File: src/rtl/set_repeat_control.sv
// Set-button controller: routes debounced button presses as one-cycle increment
// pulses to a selected channel, with hold-to-auto-repeat and timebase carry merge.
module set_repeat_control #(
  parameter int NCH      = 2,
  parameter int NBTN     = 2,
  parameter int SELW     = 1,
  parameter int HOLD_CYC = 1000,
  parameter int RPT_CYC  = 250,
  parameter int CW       = 16
) (
  input  logic                ck,
  input  logic                reset,
  input  logic [NBTN-1:0]     btn,
  input  logic [SELW-1:0]     sel,
  input  logic [NBTN-1:0]     carry_in,
  output logic [NCH*NBTN-1:0] up,
  output logic                busy
);

  localparam int IW = (NBTN > 1) ? $clog2(NBTN) : 1;

  typedef enum logic [2:0] {IDLE, FIRE, HOLD, RPT, REL} state_t;

  state_t          state, next_state;
  logic [CW-1:0]   cnt;
  logic            rep;
  logic [IW-1:0]   idx;
  logic [SELW-1:0] ch;

  logic press_ok;
  logic held;
  logic hold_done;
  logic rpt_done;

  function automatic logic [IW-1:0] lowest_set(input logic [NBTN-1:0] v);
    lowest_set = '0;
    for (int i = NBTN - 1; i >= 0; i--) begin
      if (v[i]) lowest_set = IW'(i);
    end
  endfunction

  assign press_ok  = (|btn) && (32'(sel) < NCH);
  assign held      = btn[idx];
  assign hold_done = (cnt == CW'(HOLD_CYC - 1));
  assign rpt_done  = (cnt == CW'(RPT_CYC - 1));

  // State and datapath registers.
  // NOTE: sequential state uses non-blocking assignments so every register
  // samples the pre-edge values of its neighbours.
  always_ff @(posedge ck) begin
    if (reset) begin
      state <= IDLE;
      cnt   <= '0;
      rep   <= 1'b0;
      idx   <= '0;
      ch    <= '0;
    end else begin
      state <= next_state;
      unique case (state)
        IDLE: begin
          if (press_ok) begin
            idx <= lowest_set(btn);
            ch  <= sel;
            rep <= 1'b0;
          end
        end
        FIRE: cnt <= '0;
        HOLD: begin
          cnt <= cnt + 1'b1;
          if (held && hold_done) rep <= 1'b1;
        end
        RPT:  cnt <= cnt + 1'b1;
        REL:  ;
        default: ;
      endcase
    end
  end

  // Next-state logic.
  // NOTE: next_state gets a default before the case so no latch is inferred.
  always_comb begin
    next_state = state;
    unique case (state)
      IDLE: begin
        // An out-of-range select still consumes the press so it cannot
        // re-trigger until every button has been released.
        if (press_ok)  next_state = FIRE;
        else if (|btn) next_state = REL;
      end
      FIRE: begin
        if (!held)    next_state = REL;
        else if (rep) next_state = RPT;
        else          next_state = HOLD;
      end
      HOLD: begin
        if (!held)          next_state = REL;
        else if (hold_done) next_state = FIRE;
      end
      RPT: begin
        if (!held)         next_state = REL;
        else if (rpt_done) next_state = FIRE;
      end
      REL: begin
        if (btn == '0) next_state = IDLE;
      end
      default: next_state = IDLE;
    endcase
  end

  // Outputs: manual pulse decoded from registers, carries merged on channel 0.
  always_comb begin
    up = '0;
    for (int c = 0; c < NCH; c++) begin
      for (int b = 0; b < NBTN; b++) begin
        up[c*NBTN+b] = (state == FIRE) && (ch == SELW'(c)) && (idx == IW'(b));
      end
    end
    up[NBTN-1:0] = up[NBTN-1:0] | carry_in;
  end

  assign busy = (state != IDLE);

endmodule

File: config.mk
export PLATFORM = sky130hd
export DESIGN_NAME = set_repeat_control
export DESIGN_NICKNAME = d
export VERILOG_FILES = /design/src/rtl/set_repeat_control.sv
export SDC_FILE = /design/constraint.sdc
export NUM_CORES = 1
export LEC_CHECK = 0
export BUFFER_PORTS_ARGS = -buffer_cell sky130_fd_sc_hd__buf_2
export CORE_MARGIN = 1
export CORE_UTILIZATION = 45
export DETAILED_ROUTE_END_ITERATION = 8
export SYNTH_ARGS = -nofsm -noshare
export SYNTH_HDL_FRONTEND = slang
export SYNTH_SLANG_ARGS = --single-unit
File: constraint.sdc
create_clock -name ck -period 2.85 [get_ports ck]
set_input_delay 0.4275 -clock ck [delete_from_list [all_inputs] [get_ports ck]]
set_output_delay 0.4275 -clock ck [all_outputs]
set_load 0.05 [all_outputs]
Word-level counts from Yosys, hierarchy flattened
Index checks and enable logic that the tools add are counted.
{"block": "op_classes", "n_eq_ne": 11, "reduce_logical": 17, "add_sub_neg": 1, "bitwise_logic": 3, "order_cmp": 1, "muxes": 17}
{"operator": "case mux 16 bit (2 select lines)", "count": 1}
{"operator": "2-to-1 mux 3 bit", "count": 7}
{"operator": "adder 16 x 1 -> 16 bit, second input constant", "count": 1}
{"operator": "equality test 16 x 10 -> 1 bit, second input constant", "count": 1}
{"operator": "equality test 16 x 8 -> 1 bit, second input constant", "count": 1}
{"operator": "case mux 3 bit (5 select lines)", "count": 1}
{"operator": "logical AND 1 bit", "count": 7}
{"operator": "2-to-1 mux 1 bit", "count": 7}
{"operator": "equality test 3 x 2 -> 1 bit, second input constant", "count": 2}
{"operator": "!= test 2 bit, second input constant", "count": 3}
{"operator": "!= test 3 bit, second input constant", "count": 2}
{"operator": "AND reduction 4 bit", "count": 1}
{"operator": "nonzero test 2 bit", "count": 2}
{"operator": "OR reduction 2 bit", "count": 2}
{"operator": "equality test 3 x 1 -> 1 bit, second input constant", "count": 1}
{"operator": "equality test 3 bit, second input constant", "count": 1}
{"operator": "zero test 3 bit", "count": 1}
{"operator": "AND reduction 3 bit", "count": 1}
{"operator": "nonzero test 3 bit", "count": 1}
{"operator": "zero test 2 bit", "count": 1}
{"operator": "less-than comparator 1 x 2 -> 1 bit, second input constant", "count": 1}
{"operator": "NOT 1 bit", "count": 2}
{"operator": "OR 2 bit", "count": 1}
{"operator": "case mux 1 bit (2 select lines)", "count": 1}
{"operator": "AND reduction 2 bit", "count": 1}
{"block": "totals", "output_inout_bits": 5, "input_bits": 7, "ff_bits": 22, "elab_cells": 55}

Longest topological paths before layout
{"block": "logic_depth", "ltp_word": 5, "mapped_depth": 6, "ltp_nobuf": 6}

Worst setup path before layout
Ideal clock, no wire load.
{"block": "synth_path", "path_type": "register to output", "from": "register state[0]", "to": "output port up[0]", "path_buffers": 1, "setup_slack_ns": 0.324, "required_time_ns": 2.423, "arrival_time_ns": 2.099, "stages_incl_launch_ff": 4, "cell_sequence": "dfxtp_1 or3b_1 clkbuf_1 o31ai_1"}
{"block": "synth_between", "elab_chain_cells": 4}
{"element": "start: declaration", "line_no": "24", "rtl": "state_t state, next_state;"}
{"element": "start signal: assignment", "line_no": "58", "rtl": "state <= next_state;"}
{"element": "equality test 3 x 1 -> 1 bit", "line_no": "115", "rtl": "up[c*NBTN+b] = (state == FIRE) && (ch == SELW'(c)) && (idx == IW'(b));"}
{"element": "logical AND 1 bit (2 in series)", "line_no": "115"}
{"element": "OR 2 bit", "line_no": "118", "rtl": "up[NBTN-1:0] = up[NBTN-1:0] | carry_in;"}
{"element": "end: declaration", "line_no": "16", "rtl": "output logic [NCH*NBTN-1:0] up,"}
No other way between the ends.

Worst setup path after layout
{"block": "layout_path", "from": "register state[1]", "to": "output port up[0]"}
The elaborated chain is that of the path after synthesis.

==> summary.txt <==
Synthesis
  – Sequential area share after synthesis: 34.3%
  – Most used DFF post-synth: dfxtp_1
  – Synth Instances: 157
  – Yosys warning total: 0
  – Async S/R FF share, synth: 0%
  – Mapped Nets: ~170
  – Mean Syn Cell Area: 8.18 sq um
  – Number of flops mapped to enable cells by yosys: 0
  – Synth top area cells: dfxtp_1 34%, nor2_1 7.0%, nand2_1 3.8%, mux2_2 3.5%, a21oi_1 3.1%
  – Synthesized flop and latch total: 22
  – Area share of the largest cell type after synthesis: 34.3%
  – Netlist cell types: 49
  – Post-synth top area cell: dfxtp_1
  – Cell area after synthesis: 1280 sq um

Timing
  – Slew HR: 68.0%
  – Setup Viol. Count Final: 0
  – Min Tclk post-route: 2.29 ns
  – Setup repair after global routing missed its margin: no
  – Tcrit/Tclk final: about 80%
  – Sum Neg Setup Slack: 0 ns
  – Fmax achieved: 0.436 GHz
  – Endpoints failing hold: 0
  – Max-slew violations: 0
  – Clk_skew: 0.00343 ns
  – Worst-Margin Slew: 0.479 ns
  – Final WS setup: 0.559 ns

Layout
  – Multi-input gate area: approximately 800 sq um
  – Area growth syn-to-layout: 6.24%
  – Commonest cells after routing, fill and taps aside: 24 x nor2_1, 22 x dfxtp_1, 13 x nand2_1, 11 x buf_2, 8 x a21oi_1
  – Ant diodes: 0
  – Register area: 440 sq um
  – Fin nets: 173
  – Layout cell share with drive strength beyond 1: 17.3%
  – Fill cells: 271
  – Commonest non-fill, non-tap cell in the layout: nor2_1

Setup path
  – Req. time, crit path: 2.42 ns
  – Critical path type: register to primary output
  – CP Launch Type: register
  – Crit path DAT: 1.86 ns
  – Critical Path Sink Type: primary output
  – Max Fanout on Critical Path: 16
  – R2R Setup Slk: 0.99 ns

Placement
  – Port Buf Inserts: 11
  – Pre-CTS setup slack: 0.879 ns
  – Placer Congestion: 0.819
  – DP HPWL: 2020 um

Detailed routing
  – WL/cell: 14.2 um
  – DRT antenna net count: 0
  – Vias per cell: 6.01
  – Via count: approximately 1200
  – DRC: 0
  – Final WL: approximately 2800 um
  – First-pass iteration count of the detailed router: 4
  – Drt initial violations: 29

Floorplan
  – Rows: 19
  – Die height: 55.4 um
  – Die width: 55.4 um
  – Die area: 3070 sq um
  – Core area: 2730 sq um
  – Starting Density: between 40% and 50%
  – I/O pin count: 12

Global routing
  – Global-route wire length before repair: 4990 um
  – GR Util met2: 33.4%
  – Met1 Use GR: about a quarter
  – Initial antenna violation count: 0
  – Largest net degree at the start of global routing: 24
  – Grt ovf: 0
  – Vias in the first global route: 1101
  – Most Crowded Layer GR: met2
  – Total track usage: 20.0%
  – Routing usage on met3: ~5%

Power and ir drop
  – P per Cell Area: 498 nW/um^2
  – Static leakage: ~0.49 nW
  – Worst vdd ir: between 0.3 and 0.4 mV

Clocking
  – CTS sink cnt: 22
  – Clock latency on the worst-skew pair: 0.30 ns
  – H-tree depth: 1
  – Reg clk slew, reported paths: ~0.11 ns
  – Cts repair resizes: 0
  – Setup Buffers After CTS: 0
  – CTS max path bufs: 2
  – CTS buffer count: 3
  – Clock root buffer: clkbuf_4
  – CTS tree: yes
  – Post-CTS Hold Buffers: 0

Outcome
  – Status: completed

Run
  – Max-cap viol count: 0

Min path
  – Worst hold path class: primary input to register
kinds of logic (layout without fill, tap and decap cells):
| family | count (synthesis) | in the layout | share of synthesized area [%] |
|---|---|---|---|
| and+or+nand+nor | 75 | 75 | 32.9 |
| AOI/OAI and AO/OA | 38 | 38 | 21.4 |
| DFF | 22 | 22 | 34.3 |
| buffers and inverters | 14 | 19 | 4.29 |
| muxes | 6 | 6 | 5.07 |
| adders and majority gates | 2 | 2 | 1.95 |
per-layer routing:
metal	vias up	wire length (um)
li1	600	-
met1	540	1310
met2	17	1340
met3	2	85
met4	0	17
met5	-	0
per-stage QoR:
stage                     area (sq um)  utilization (%)  power (mW)  cells  hold slack, ns
after detailed placement          1340             49.1       0.549    190           0.489
after CTS                         1360             49.9       0.689    193           0.326
final                             1360             49.9       0.679    193           0.343
after floorplan                   1280                -       0.507    157           0.454
after global routing              1360             49.9       0.728    193           0.332
after global placement            1340             49.1       0.544    190           0.478
path summary, 6_finish.rpt:
check | cells after the start | start | endpoint
worst min-delay path | 2 | btn[0] | idx
worst max register to register | 5 | cnt[0] | cnt[12]
worst max-delay path | 3 | state[1] | up[0]
worst min register to register | 1 | cnt[14] | cnt[14]
layout make-up:
| type | instances | area share [%] |
|---|---|---|
| Inverter | 5 | 1.38 |
| Clock buffer | 3 | 1.65 |
| Timing Repair Buffer | 11 | 4.04 |
| Tap cell | 31 | 2.84 |
| Multi-Input combinational cell | 121 | 57.8 |
| Sequential cell | 22 | 32.3 |
synthesized netlist by cell type (4+ instances only):
cell type  instances
nor2_1            24
dfxtp_1           22
nand2_1           13
a21oi_1            8
clkbuf_1           6
inv_1              5
nor3_1             5
mux2_2             4
nand3_1            4
nand4_1            4
o2111ai_1          4
o21ai_0            4
o41ai_1            4
registers in the layout, summed over array words and instances (netlist names):
register and count:
cnt 16, state 3, ch 1, idx 1, rep 1
critical path, stage by stage, from the launching register on:
cell,delay (ns)
dfxtp_1,0.47
or3b_1,0.56
o31ai_1,0.23
buf_2,0.30
where the power goes:
group | internal, mW | switching, mW
Sequential | 0.322 | 0.0299
Clock | 0.0493 | 0.0886
Combinational | 0.0636 | 0.126
Total | 0.435 | 0.245
Power figures use the tool's default switching activity.
